===== src/rtl/cpu_pkg.sv =====
// Shared types and constants for the branch/PC stage: FSM state encoding,
// default widths and the absolute-branch target table.
package cpu_pkg;

    localparam int DEF_PC_W  = 10;
    localparam int DEF_OFF_W = 8;
    localparam int DEF_IDX_W = 4;
    localparam int LUT_N     = 2 ** DEF_IDX_W;
    localparam int LUT_W     = 16;

    typedef enum logic [1:0] {
        ST_IDLE   = 2'd0,
        ST_RUN    = 2'd1,
        ST_HALTED = 2'd2
    } state_e;

    // Absolute branch targets: entry i holds 4*i.
    localparam logic [LUT_W-1:0] BR_LUT [LUT_N] = '{
        16'd0,  16'd4,  16'd8,  16'd12, 16'd16, 16'd20, 16'd24, 16'd28,
        16'd32, 16'd36, 16'd40, 16'd44, 16'd48, 16'd52, 16'd56, 16'd60
    };

endpackage


===== src/rtl/branch_pc_unit_if.sv =====
// Control/status bundle between the execute stage and the PC unit.
interface branch_pc_unit_if #(
    parameter int PC_W  = 10,
    parameter int OFF_W = 8,
    parameter int IDX_W = 4
);
    logic             START;
    logic             STALL;
    logic             HALT_REQ;
    logic             BR_EN;
    logic             BR_ON_ZERO;
    logic             BR_ABS;
    logic [IDX_W-1:0] BR_IDX;
    logic [OFF_W-1:0] BR_OFF;
    logic             ZERO;
    logic [PC_W-1:0]  PC;
    logic             PC_VALID;
    logic             FLUSH;
    logic             DONE;

    modport master (
        output START, STALL, HALT_REQ, BR_EN, BR_ON_ZERO, BR_ABS, BR_IDX, BR_OFF, ZERO,
        input  PC, PC_VALID, FLUSH, DONE
    );

    modport slave (
        input  START, STALL, HALT_REQ, BR_EN, BR_ON_ZERO, BR_ABS, BR_IDX, BR_OFF, ZERO,
        output PC, PC_VALID, FLUSH, DONE
    );
endinterface


===== src/rtl/branch_pc_unit_target.sv =====
// Combinational branch target: PC-relative (sign-extended offset, wrapping)
// or absolute via the constant table.
module branch_target
    import cpu_pkg::*;
#(
    parameter int PC_W  = DEF_PC_W,
    parameter int OFF_W = DEF_OFF_W,
    parameter int IDX_W = DEF_IDX_W
) (
    input  logic [PC_W-1:0]  pc,
    input  logic             br_abs,
    input  logic [IDX_W-1:0] br_idx,
    input  logic [OFF_W-1:0] br_off,
    output logic [PC_W-1:0]  target
);
    logic [PC_W-1:0] off_ext_s;
    logic [PC_W-1:0] rel_s;
    logic [PC_W-1:0] abs_s;

    // Select between relative and table-driven targets.
    always_comb begin
        off_ext_s = PC_W'($signed(br_off));
        rel_s     = pc + off_ext_s;
        abs_s     = PC_W'(BR_LUT[DEF_IDX_W'(br_idx)]);
        if (br_abs) begin
            target = abs_s;
        end else begin
            target = rel_s;
        end
    end
endmodule


===== src/rtl/branch_pc_unit.sv =====
// PC sequencing and branch resolution stage: IDLE/RUN/HALTED FSM with
// registered PC, PC_VALID, FLUSH and DONE.
module branch_pc_unit
    import cpu_pkg::*;
#(
    parameter int PC_W  = DEF_PC_W,
    parameter int OFF_W = DEF_OFF_W,
    parameter int IDX_W = DEF_IDX_W
) (
    input logic              CLK,
    input logic              RESET_N,
    branch_pc_unit_if.slave  bus
);
    state_e          state_q, state_d;
    logic [PC_W-1:0] pc_q, pc_d;
    logic            pc_valid_q, pc_valid_d;
    logic            flush_q, flush_d;
    logic            done_q, done_d;
    logic [PC_W-1:0] target_s;
    logic            taken_s;

    branch_target #(
        .PC_W  (PC_W),
        .OFF_W (OFF_W),
        .IDX_W (IDX_W)
    ) u_target (
        .pc     (pc_q),
        .br_abs (bus.BR_ABS),
        .br_idx (bus.BR_IDX),
        .br_off (bus.BR_OFF),
        .target (target_s)
    );

    assign taken_s = bus.BR_EN && (bus.ZERO == bus.BR_ON_ZERO);

    // Next-state and next-output logic; FLUSH defaults low so it can only pulse.
    always_comb begin
        state_d    = state_q;
        pc_d       = pc_q;
        pc_valid_d = pc_valid_q;
        flush_d    = 1'b0;
        done_d     = done_q;
        case (state_q)
            ST_IDLE: begin
                pc_d   = {PC_W{1'b0}};
                done_d = 1'b0;
                if (bus.START) begin
                    state_d    = ST_RUN;
                    pc_valid_d = 1'b1;
                end else begin
                    state_d    = ST_IDLE;
                    pc_valid_d = 1'b0;
                end
            end
            ST_RUN: begin
                if (bus.STALL) begin
                    state_d = ST_RUN;
                end else if (bus.HALT_REQ) begin
                    state_d    = ST_HALTED;
                    pc_valid_d = 1'b0;
                    done_d     = 1'b1;
                end else if (taken_s) begin
                    pc_d    = target_s;
                    flush_d = 1'b1;
                end else begin
                    pc_d = pc_q + {{(PC_W-1){1'b0}}, 1'b1};
                end
            end
            ST_HALTED: begin
                // STALL is deliberately not consulted here.
                if (bus.START) begin
                    state_d    = ST_RUN;
                    pc_d       = {PC_W{1'b0}};
                    pc_valid_d = 1'b1;
                    done_d     = 1'b0;
                end else begin
                    state_d    = ST_HALTED;
                    pc_valid_d = 1'b0;
                    done_d     = 1'b1;
                end
            end
            default: begin
                state_d    = ST_IDLE;
                pc_d       = {PC_W{1'b0}};
                pc_valid_d = 1'b0;
                done_d     = 1'b0;
            end
        endcase
    end

    // State and output registers with asynchronous clear.
    always_ff @(posedge CLK or negedge RESET_N) begin
        if (!RESET_N) begin
            state_q    <= ST_IDLE;
            pc_q       <= {PC_W{1'b0}};
            pc_valid_q <= 1'b0;
            flush_q    <= 1'b0;
            done_q     <= 1'b0;
        end else begin
            state_q    <= state_d;
            pc_q       <= pc_d;
            pc_valid_q <= pc_valid_d;
            flush_q    <= flush_d;
            done_q     <= done_d;
        end
    end

    assign bus.PC       = pc_q;
    assign bus.PC_VALID = pc_valid_q;
    assign bus.FLUSH    = flush_q;
    assign bus.DONE     = done_q;
endmodule


===== src/flat_wrapper.sv =====
// flat-port wrapper written by rule: the top's interface ports become plain ports
module branch_pc_unit_flat import cpu_pkg::*;
#(
    parameter int PC_W  = DEF_PC_W,
    parameter int OFF_W = DEF_OFF_W,
    parameter int IDX_W = DEF_IDX_W
)
  (CLK, RESET_N, bus_START, bus_STALL, bus_HALT_REQ, bus_BR_EN, bus_BR_ON_ZERO, bus_BR_ABS, bus_BR_IDX, bus_BR_OFF, bus_ZERO, bus_PC, bus_PC_VALID, bus_FLUSH, bus_DONE);
  branch_pc_unit_if #(.PC_W(PC_W), .OFF_W(OFF_W), .IDX_W(IDX_W)) bus_i ();
  input logic CLK;
  input logic RESET_N;
  input wire logic [$bits(bus_i.START)-1:0] bus_START;
  input wire logic [$bits(bus_i.STALL)-1:0] bus_STALL;
  input wire logic [$bits(bus_i.HALT_REQ)-1:0] bus_HALT_REQ;
  input wire logic [$bits(bus_i.BR_EN)-1:0] bus_BR_EN;
  input wire logic [$bits(bus_i.BR_ON_ZERO)-1:0] bus_BR_ON_ZERO;
  input wire logic [$bits(bus_i.BR_ABS)-1:0] bus_BR_ABS;
  input wire logic [$bits(bus_i.BR_IDX)-1:0] bus_BR_IDX;
  input wire logic [$bits(bus_i.BR_OFF)-1:0] bus_BR_OFF;
  input wire logic [$bits(bus_i.ZERO)-1:0] bus_ZERO;
  output wire logic [$bits(bus_i.PC)-1:0] bus_PC;
  output wire logic [$bits(bus_i.PC_VALID)-1:0] bus_PC_VALID;
  output wire logic [$bits(bus_i.FLUSH)-1:0] bus_FLUSH;
  output wire logic [$bits(bus_i.DONE)-1:0] bus_DONE;
  assign bus_i.START = bus_START;
  assign bus_i.STALL = bus_STALL;
  assign bus_i.HALT_REQ = bus_HALT_REQ;
  assign bus_i.BR_EN = bus_BR_EN;
  assign bus_i.BR_ON_ZERO = bus_BR_ON_ZERO;
  assign bus_i.BR_ABS = bus_BR_ABS;
  assign bus_i.BR_IDX = bus_BR_IDX;
  assign bus_i.BR_OFF = bus_BR_OFF;
  assign bus_i.ZERO = bus_ZERO;
  assign bus_PC = bus_i.PC;
  assign bus_PC_VALID = bus_i.PC_VALID;
  assign bus_FLUSH = bus_i.FLUSH;
  assign bus_DONE = bus_i.DONE;
  branch_pc_unit #(.PC_W(PC_W), .OFF_W(OFF_W), .IDX_W(IDX_W)) u_core (.CLK(CLK), .RESET_N(RESET_N), .bus(bus_i));
endmodule

===== config.mk =====
export PLATFORM = sky130hd
export DESIGN_NAME = branch_pc_unit_flat
export DESIGN_NICKNAME = d
export VERILOG_FILES = /design/src/rtl/cpu_pkg.sv /design/src/rtl/branch_pc_unit_if.sv /design/src/rtl/branch_pc_unit_target.sv /design/src/rtl/branch_pc_unit.sv /design/src/flat_wrapper.sv
export SDC_FILE = /design/constraint.sdc
export NUM_CORES = 1
export LEC_CHECK = 0
export BUFFER_PORTS_ARGS = -buffer_cell sky130_fd_sc_hd__buf_2
export CORE_MARGIN = 3
export CORE_UTILIZATION = 44
export CTS_BUF_LIST = sky130_fd_sc_hd__clkbuf_8
export CTS_CLUSTER_SIZE = 8
export DETAILED_ROUTE_END_ITERATION = 12
export PLACE_DENSITY = 0.75
export SLEW_MARGIN = 20
export SYNTH_ARGS = -nofsm -noshare
export SYNTH_HDL_FRONTEND = slang
export SYNTH_SLANG_ARGS = --single-unit

===== constraint.sdc =====
create_clock -name CLK -period 3.2 [get_ports CLK]
set_input_delay 0.32 -clock CLK [delete_from_list [all_inputs] [get_ports CLK]]
set_output_delay 0.32 -clock CLK [all_outputs]
set_load 0.02 [all_outputs]

==> metrics <==
Routed WL per cell=14.0 microns; hpwl dp=roughly 2500 microns; final hold vios=0; Tmin final=2.14 ns; gp weighted congestion=~0.8; Initial DRC Count=73; worst endpoint required time=3.36 ns; mapped cell area=0.00133 sq mm; Area after DPL=roughly 0.0015 sq mm; design area=0.00158 sq mm; Total Routing Usage GR=19.6%; Critical Path AT=2.30 ns; Starting Density=47.4%; Clock transition at path regs=~0.06 ns; CORE AREA=approximately 0.0028 sq mm; Clock Tree Buf Depth=2; GR Overflow Total=0; vias=about 1300; RSZ-0062 raised after global routing=no; DRT Pass-1 Iters=4; drt drc=0; hold crit path type=in2reg; crit-path max FO=9; Vias per Instance=5.76; IO Pins=34; CTS Buf Count=3; IO buf count=33; commonest non-fill, non-tap cell in the layout=buf_2; WL final=3200 microns; final setup vio count=0; slew margin rel.=72.4%; Slew Viols, Final=0; Worst setup EP type=flip-flop; share of cells above drive strength 1=20.7%; Cell variety after synth=37; Yosys top cell area share=28.2%; final antenna-violating net count=0; PD cells=471 mW/mm^2; cell leakage power=0.000774 uW; sequential fraction of design power=35.0%; H-tree depth=1; synthesized netlist cell count=between 150 and 200; CTS tree=built; initial antenna violation count=0; Fmax=468 MHz; Synth warnings=0; Least-Margin Pin Slew=0.414 ns; NetSw=approximately 300 uW; Synth area leader=dfrtp_1; Rows=19; Area Overhead vs Synth=18.8%; R2R depth=7; clk_lat worst skew=roughly 0.25 ns; Final Cycle Share=66.8%; area taken by multi-input logic gates=911 sq um; vias in the first global route=1303; syn_nets=198; crit start category=flip-flop; Max Cap Viol=0; first-pass GRT wire length=5540 microns; Layout Skew=approximately 0.0013 ns; Gate power share=between 40% and 50%; Int Pwr=443 uW; clock power share=just over 20%; most frequent cells in the layout=33 x buf_2, 23 x o21ai_0, 16 x nand2_1; root buffer cell=clkbuf_8; nets@finish=235; Die Ht=approximately 61 microns; Synth Flop Type=dfrtp_1; ant diodes=0; register area=375 sq um; top cells by area, synth=dfrtp_1 28%, ha_1 13%, o21ai_0 8.7%; status=complete, no violations; Switching Share=around 40%; peak supply drop=0.174 mV; Seq cells post-synth=15; Fillers=270; Die Width=61.0 microns; hold depth=4; CTS resizes=0; register area share after synthesis=around 28%; syn_area_per_cell=8.20 sq um; Die Area=0.00372 sq mm; largest net degree at the start of global routing=16; Post-synth EDFFs=0; setup_tns=0 ns; Setup CP Type=reg2reg; ys async rst share=100%; Clock Sinks=15
-- through the flow --
step / hold WS (ns) / instances / utilization [%] / worst slack (ns) / total power [uW]
floorplan: 0.0244 / 162 / - / 1.22 / 491
global placement: 0.247 / 224 / 54.3 / 1.16 / 577
detailed placement: 0.248 / 224 / 54.3 / 1.08 / 592
CTS: 0.385 / 229 / 56.3 / 1.07 / 746
global route: 0.425 / 229 / 56.3 / 0.827 / 808
finish: 0.384 / 229 / 56.3 / 1.06 / 744
-- cell type report --
cell class                 instances  share of cell area [%]
timing repair buffer              34                    11.1
sequential                        15                    23.8
clock buffer                       3                    2.61
inverter                           9                    2.14
multi-input combinational        136                    57.7
clock inverter                     1                   0.238
tap                               31                    2.46
-- final timing paths --
path | from | endpoint | slack [ns]
min in group asynchronous | RESET_N | u_core.state_q[0]$_DFFE_PN0P_ | 0.51
worst min-delay path | bus_START | u_core.bus.DONE$_DFFE_PN0P_ | 0.38
max in group asynchronous | RESET_N | u_core.bus.PC[7]$_DFFE_PN0P_ | 2.44
worst max register to register | u_core.state_q[1]$_DFFE_PN0P_ | u_core.bus.PC[7]$_DFFE_PN0P_ | 1.06
worst min register to register | u_core.bus.PC_VALID$_DFFE_PN0P_ | u_core.bus.PC_VALID$_DFFE_PN0P_ | 0.52
worst max-delay path | u_core.state_q[1]$_DFFE_PN0P_ | u_core.bus.PC[7]$_DFFE_PN0P_ | 1.06
-- timing repair --
item / 4_1_cts / 5_1_grt
buffers inserted: 0 / 0
hold buffers: 1 / 0
hold endpoints to repair: 15 / 0
endpoints found under the setup margin: 0 / 0
-- registers in the layout, indices dropped and copies added (netlist names) --
register and cells:
u_core.bus.FLUSH 1, u_core.bus.PC_VALID 1, u_core.state_q 2, u_core.bus.DONE 1, u_core.bus.PC 10
-- routing by layer --
layer | vias up | wire [microns] | track usage (%)
met3 | 2 | 114 | 3.19
met4 | 0 | 13 | 5.88
met1 | 630 | 1470 | 24.6
li1 | 655 | - | -
met5 | - | 0 | 0
met2 | 33 | 1600 | 34.4
-- critical path, stage by stage, from the launching register on --
cell,delay [ns]
dfrtp_1,0.41
inv_1,0.11
ha_1,0.30
or3b_4,0.43
nand2b_4,0.17
nor2_1,0.28
nand4_1,0.13
o221ai_1,0.20
-- synthesized netlist by cell type, drive strengths merged (2+ instances only) --
cell / count
ha: 14
nand3: 4
nand2b: 3
dfrtp: 15
a31oi: 4
nand2: 16
a21oi: 13
nand4: 3
nor2: 12
and3: 2
and2: 2
o221ai: 3
nor2b: 7
o211ai: 2
o31ai: 2
xnor2: 5
inv: 9
xor2: 6
o21ai: 23
a31o: 2
nor3: 2
-- cell families after synthesis --
logic type	share of synthesized area [%]
AOI/OAI and AO/OA	24.1
and+or+nand+nor	20.9
adders and majority gates	14.7
DFF	28.2
xor gates and xnor gates	7.25
buffers and inverters	3.20
muxes	1.60
-- power groups by stage --
stage / clock, uW / combinational (uW) / sequential (uW)
after floorplan: 0 / 213 / 278
after global placement: 0 / 318 / 259
after detailed placement: 0 / 330 / 262
after CTS: 155 / 332 / 259
after global routing: 166 / 378 / 264
final: 153 / 330 / 260
No activity file was read; power rests on OpenSTA's default activity.
